File: config.mk
export PLATFORM = sky130hd
export DESIGN_NAME = gpio_regfile_bridge
export DESIGN_NICKNAME = d
export VERILOG_FILES = /design/src/rtl/gpio_regfile_bridge.sv
export SDC_FILE = /design/constraint.sdc
export NUM_CORES = 2
export LEC_CHECK = 0
export ABC_CLOCK_PERIOD_IN_PS = 7080
export BUFFER_PORTS_ARGS = -buffer_cell sky130_fd_sc_hd__buf_2
export CAP_MARGIN = 20
export CORE_UTILIZATION = 38
export DETAILED_ROUTE_END_ITERATION = 7
export PLACE_DENSITY = 0.54
export SETUP_SLACK_MARGIN = 0.2
export SYNTH_ARGS = -nofsm -noshare
export SYNTH_HDL_FRONTEND = slang
export SYNTH_SLANG_ARGS = --single-unit
File: constraint.sdc
create_clock -name clock -period 7.08 [get_ports clock]
set_input_delay 1.416 -clock clock [delete_from_list [all_inputs] [get_ports clock]]
set_output_delay 1.416 -clock clock [all_outputs]
set_load 0.01 [all_outputs]
File: src/rtl/gpio_regfile_bridge.sv
// Command decoder, control/status register file and sample capture buffer
// sitting between the MicroBlaze GPIO word pair and the DSP datapath.
module gpio_regfile_bridge #(
  parameter int NB_GPIOS = 32,
  parameter int NB_DATA  = 16,
  parameter int NB_ADDR  = 7,
  parameter int N_CTRL   = 8,
  parameter int N_STAT   = 4,
  parameter int DEPTH    = 256,
  parameter int NB_PTR   = 8
) (
  input  logic                       clock,
  input  logic                       in_reset,
  input  logic [NB_GPIOS-1:0]        in_gpo,
  output logic [NB_GPIOS-1:0]        out_gpi,
  output logic [N_CTRL*NB_DATA-1:0]  out_ctrl,
  input  logic [N_STAT*NB_DATA-1:0]  in_status,
  input  logic [NB_DATA-1:0]         in_cap_data,
  input  logic                       in_cap_valid
);

  localparam logic [7:0] OP_WR_CTRL  = 8'h01;
  localparam logic [7:0] OP_RD_REG   = 8'h02;
  localparam logic [7:0] OP_CAP_START = 8'h03;
  localparam logic [7:0] OP_CAP_READ = 8'h04;
  localparam logic [7:0] OP_CLEAR    = 8'h05;
  localparam int CTRL_AW = (N_CTRL > 1) ? $clog2(N_CTRL) : 1;
  localparam int STAT_AW = (N_STAT > 1) ? $clog2(N_STAT) : 1;

  typedef enum logic [1:0] {IDLE, EXEC, RESP} state_t;

  state_t state_reg, state_next;

  logic [NB_GPIOS-1:0] gpo_q_reg;
  logic                strobe_qq_reg;
  logic                strobe_event;

  logic [7:0]          op_reg;
  logic [NB_ADDR-1:0]  addr_reg;
  logic [NB_DATA-1:0]  data_reg;

  logic [NB_DATA-1:0]  ctrl_reg [N_CTRL];
  logic [NB_DATA-1:0]  status_word [N_STAT];
  logic [NB_DATA-1:0]  mem [DEPTH];
  logic [NB_DATA-1:0]  mem_rd_reg;

  logic [NB_PTR-1:0]   wr_ptr_reg, rd_ptr_reg;
  logic                cap_busy_reg, cap_full_reg;
  logic                cap_we;

  logic                ack_reg, err_reg;
  logic [NB_DATA-1:0]  resp_data_reg;
  logic [NB_DATA-1:0]  exec_data_reg, exec_data_next;
  logic                exec_err_reg, exec_err_next;
  logic                exec_mem_reg, exec_mem_next;

  logic                ctrl_we, cap_start, cap_clear, rd_adv;
  logic                addr_is_ctrl, addr_is_stat;
  logic [CTRL_AW-1:0]  ctrl_idx;
  logic [STAT_AW-1:0]  stat_idx;

  generate
    for (genvar gi = 0; gi < N_CTRL; gi++) begin : g_ctrl_out
      assign out_ctrl[gi*NB_DATA +: NB_DATA] = ctrl_reg[gi];
    end
    for (genvar gi = 0; gi < N_STAT; gi++) begin : g_stat_in
      assign status_word[gi] = in_status[gi*NB_DATA +: NB_DATA];
    end
  endgenerate

  // The GPIO pipeline keeps sampling through reset, so a strobe held high
  // across reset is not mistaken for a fresh rising edge afterwards.
  always_ff @(posedge clock) begin
    gpo_q_reg     <= in_gpo;
    strobe_qq_reg <= gpo_q_reg[31];
  end

  assign strobe_event = gpo_q_reg[31] & ~strobe_qq_reg;

  assign addr_is_ctrl = int'(addr_reg) < N_CTRL;
  assign addr_is_stat = !addr_is_ctrl && (int'(addr_reg) < N_CTRL + N_STAT);
  assign ctrl_idx     = addr_reg[CTRL_AW-1:0];
  assign stat_idx     = STAT_AW'(addr_reg - NB_ADDR'(N_CTRL));

  always_ff @(posedge clock or posedge in_reset) begin
    if (in_reset) begin
      state_reg <= IDLE;
    end else begin
      state_reg <= state_next;
    end
  end

  always_comb begin
    state_next     = state_reg;
    ctrl_we        = 1'b0;
    cap_start      = 1'b0;
    cap_clear      = 1'b0;
    rd_adv         = 1'b0;
    exec_data_next = '0;
    exec_err_next  = 1'b0;
    exec_mem_next  = 1'b0;
    case (state_reg)
      IDLE: if (strobe_event) state_next = EXEC;
      EXEC: begin
        state_next = RESP;
        case (op_reg)
          OP_WR_CTRL: begin
            if (addr_is_ctrl) begin
              ctrl_we        = 1'b1;
              exec_data_next = data_reg;
            end else begin
              exec_err_next = 1'b1;
            end
          end
          OP_RD_REG: begin
            if (addr_is_ctrl)      exec_data_next = ctrl_reg[ctrl_idx];
            else if (addr_is_stat) exec_data_next = status_word[stat_idx];
            else                   exec_err_next  = 1'b1;
          end
          OP_CAP_START: cap_start = 1'b1;
          OP_CAP_READ: begin
            if (cap_full_reg) begin
              rd_adv        = 1'b1;
              exec_mem_next = 1'b1;
            end else begin
              exec_err_next = 1'b1;
            end
          end
          OP_CLEAR: cap_clear = 1'b1;
          default:  exec_err_next = 1'b1;
        endcase
      end
      RESP:    state_next = IDLE;
      default: state_next = IDLE;
    endcase
  end

  always_ff @(posedge clock or posedge in_reset) begin
    if (in_reset) begin
      op_reg        <= '0;
      addr_reg      <= '0;
      data_reg      <= '0;
      exec_data_reg <= '0;
      exec_err_reg  <= 1'b0;
      exec_mem_reg  <= 1'b0;
      resp_data_reg <= '0;
      err_reg       <= 1'b0;
      ack_reg       <= 1'b0;
    end else begin
      if (state_reg == IDLE && strobe_event) begin
        op_reg   <= gpo_q_reg[30:23];
        addr_reg <= gpo_q_reg[16 +: NB_ADDR];
        data_reg <= gpo_q_reg[NB_DATA-1:0];
      end
      if (state_reg == EXEC) begin
        exec_data_reg <= exec_data_next;
        exec_err_reg  <= exec_err_next;
        exec_mem_reg  <= exec_mem_next;
      end
      if (state_reg == RESP) begin
        resp_data_reg <= exec_mem_reg ? mem_rd_reg : exec_data_reg;
        err_reg       <= exec_err_reg;
        ack_reg       <= ~ack_reg;
      end
    end
  end

  always_ff @(posedge clock or posedge in_reset) begin
    if (in_reset) begin
      for (int i = 0; i < N_CTRL; i++) ctrl_reg[i] <= '0;
    end else if (cap_clear) begin
      for (int i = 0; i < N_CTRL; i++) ctrl_reg[i] <= '0;
    end else if (ctrl_we) begin
      ctrl_reg[ctrl_idx] <= data_reg;
    end
  end

  // A sample arriving in the same cycle as a restart or clear is discarded.
  assign cap_we = cap_busy_reg & in_cap_valid & ~cap_start & ~cap_clear;

  always_ff @(posedge clock or posedge in_reset) begin
    if (in_reset) begin
      wr_ptr_reg   <= '0;
      rd_ptr_reg   <= '0;
      cap_busy_reg <= 1'b0;
      cap_full_reg <= 1'b0;
    end else if (cap_clear) begin
      wr_ptr_reg   <= '0;
      rd_ptr_reg   <= '0;
      cap_busy_reg <= 1'b0;
      cap_full_reg <= 1'b0;
    end else if (cap_start) begin
      wr_ptr_reg   <= '0;
      rd_ptr_reg   <= '0;
      cap_busy_reg <= 1'b1;
      cap_full_reg <= 1'b0;
    end else begin
      if (cap_we) begin
        wr_ptr_reg <= wr_ptr_reg + 1'b1;
        if (&wr_ptr_reg) begin
          cap_busy_reg <= 1'b0;
          cap_full_reg <= 1'b1;
        end
      end
      if (rd_adv) rd_ptr_reg <= rd_ptr_reg + 1'b1;
    end
  end

  // Capture storage has no reset so it maps onto block RAM.
  always_ff @(posedge clock) begin
    if (cap_we) mem[wr_ptr_reg] <= in_cap_data;
    mem_rd_reg <= mem[rd_ptr_reg];
  end

  assign out_gpi = {ack_reg, cap_full_reg, cap_busy_reg, err_reg, 12'h000, 16'(resp_data_reg)};

endmodule
==> impl_metrics.toml <==
[global_routing]
grt_pass1_vias = 85500
grt_usage_pct = 22.2
grt_overflow = 0
grt_pass1_wl_um = 696000
antenna_found_initial = 41
grt_max_degree = 161

[clock_network]
clk_latency_ps = 1020
cts-buffers-inserted = 444
hold_buffers = 0
clock_path_buffers = 4
cts.sinks = 4360
cts_resized = 0
postCtsSetupRepairBufs = 0
root_buffer = "clkbuf_16"
htree_levels = 5
cts_tree = "yes"
path_clk_slew_ps = 60

[timing]
period_share_pct = 70.0
fmax_mhz = 202
min_period_ps = 4960
relSlewSlack_pct = 12.3
finalSetupViolCount = 0
fin_skew_ps = 77.6
tightest_slew_ps = 1310
fin_tns_setup_ps = 0
rsz0062_at_grt = "no"
slew_violations = 0
hold_viol = 0

[final_layout]
layout.cells.most_common_list = "edfxtp_1, mux4_2, clkbuf_16, nand2_1, mux2i_1"
regArea_sq_mm = 0.129
fill_cells = 37800
multi_input_area_sq_mm = 0.0371
largest_reg_flops = 4096
area_growth_pct = 14.4
final_common_cell = "edfxtp_1"
drive_above_1_share_pct = 27.6
post-route-util_pct = 43.7
fin_nets = 8786
final-instance-count-excl-fill = 15000

[drt]
wl_per_cell_um = 33.6
drt_iter0_drc = 11300
wirelength_um = 502000
drc = 0
vias = 85800
drtPass1Iterations = 8
drt-vias-per-instance = 5.73
ant_nets = 0

[floorplan]
ios = 275
core_area_sq_mm = 0.442
die_h_um = 669
die_w_um = 669
rows = 244
die_area_sq_mm = 0.447
start_util_pct = 38.2

[setup_path]
reg2reg_from = "state_reg[1]$_DFFE_PP0P_"
crit_path_end = "mem[247][6]$_DFFE_PP_"
rr_worst_depth = 7
r2r_setup_slack_ps = 2120
startpoint_type = "flip-flop"
crit_fanout = 22
critPathLaunch = "state_reg[1]$_DFFE_PP0P_"
required_ps = 7680
crit_arrival_ps = 5560
r2r_end = "mem[247][6]$_DFFE_PP_"
end_kind = "flip-flop"
critical_path_class = "reg2reg"

[logic_synthesis]
ys_seq_elements = 4360
synth_edf_count = 4096
ys_seq_area_share_pct = 76.6
synthCells = 8127
synthArstFlopShare_pct = 4.93
yosysWarnings = 0
yosysUniqueCellTypes = 76
synth_ff_type = "edfxtp_1"
syn_area_sq_mm = 0.169
synthesis.area_per_instance_sq_um = 20.8

[power]
power.density_mw_per_mm2 = 290
seqPwrFrac_pct = 50.7
power_frac_comb_pct = 7.6
switching_power_uw = 12600
switching_share_pct = 22.5
p_leak_uw = 0.0602
clock_power_share_pct = 41.7
irDropWorstVdd_uv = 226
internal_power_uw = 43500

[outcome]
status = "finished clean"

[place]
finalWeightedCongestion = 0.863
io_buffers = 262
dp_cells = 14100
dp_hpwl_um = 304000

[run]
maxCapViolations = 0

[worst_hold_path]
hp-class = "reg2reg"
-- worst max-delay path: stages, from the launching register on --
cell      delay (ps)
dfrtp_1          370
nand2b_1         700
nor4_4            90
buf_4            250
or2_2            350
nor2_1           650
nand3_1          940
nor2_2          1180
-- worst min-delay path by stage --
stage          depth (start not counted)                   from                     to
6_report                               0  gpo_q_reg[31]$_DFF_P_  strobe_qq_reg$_DFF_P_
5_1_grt                                0  gpo_q_reg[31]$_DFF_P_  strobe_qq_reg$_DFF_P_
4_1_cts                                0  gpo_q_reg[31]$_DFF_P_  strobe_qq_reg$_DFF_P_
3_5_place_dp                           0  gpo_q_reg[31]$_DFF_P_  strobe_qq_reg$_DFF_P_
3_3_place_gp                           0  gpo_q_reg[31]$_DFF_P_  strobe_qq_reg$_DFF_P_
2_1_floorplan                          0  gpo_q_reg[31]$_DFF_P_  strobe_qq_reg$_DFF_P_
-- final cells by class --
type / instances / share of cell area [%]
multi-input cells: 3229 / 19.2
repair buffers: 607 / 2.41
well taps: 5904 / 3.82
inverters: 24 / 0.0570
flip-flops and latches: 4360 / 67.0
clock buffers: 545 / 6.06
clock inverters: 273 / 1.44
diodes: 21 / 0.0272
-- routing by layer --
metal  GRT usage (%)  vias to the layer above  wire length, um
li1                -                    34700                -
met1            31.0                    46200           205000
met2            35.2                     4097           237000
met3            4.39                      719            44000
met4            6.83                        4            16700
met5               0                        -               34
-- power by group through the flow --
stage / registers [uW] / clock network (uW) / logic, uW
after global placement: 29000 / 0 / 4300
after floorplan: 28800 / 0 / 2910
after CTS: 28400 / 23800 / 4350
after global routing: 28400 / 24700 / 4520
after detailed placement: 29000 / 0 / 4340
final: 28400 / 23400 / 4270
-- stage by stage --
step | power (uW) | hold slack, ps | setup slack [ps] | instance area (sq um)
after floorplan | 31700 | 323 | 2870 | 169000
after global placement | 33300 | 374 | 1710 | 178000
after detailed placement | 33300 | 365 | 1640 | 179000
after CTS | 56500 | 378 | 2140 | 193000
after global routing | 57700 | 384 | 1940 | 193000
final | 56100 | 379 | 2120 | 193000
-- Yosys cell counts (36+ instances only) --
| master | instances | area share, % |
|---|---|---|
| a21oi_1 | 153 | 0.45 |
| a221oi_1 | 76 | 0.39 |
| a22oi_1 | 63 | 0.28 |
| buf_2 | 107 | 0.32 |
| buf_4 | 70 | 0.31 |
| buf_6 | 64 | 0.43 |
| clkbuf_1 | 243 | 0.54 |
| dfrtp_1 | 215 | 3.2 |
| dfxtp_1 | 49 | 0.58 |
| edfxtp_1 | 4096 | 73 |
| mux2_2 | 36 | 0.24 |
| mux2i_1 | 383 | 2.3 |
| mux4_2 | 1017 | 14 |
| nand2_1 | 442 | 0.98 |
| nand3_1 | 42 | 0.12 |
| nor2_1 | 357 | 0.79 |
| o21ai_0 | 262 | 0.78 |
| o221ai_1 | 61 | 0.32 |
| o22ai_1 | 72 | 0.27 |
-- cell families (layout without fill, tap and decap cells) --
group           after synthesis  count (layout)  share of synthesized area (%)
flops                      4360            4360                           76.6
other cells                   1              33                        0.00222
xor+xnor                     15              15                         0.0778
simple gates                926             926                           2.23
fa+ha+maj                     5               5                         0.0370
buf+inv                     549            1449                           1.79
compound gates              835             835                           3.20
mux                        1436            1436                           16.1
Power figures use the tool's default switching activity.
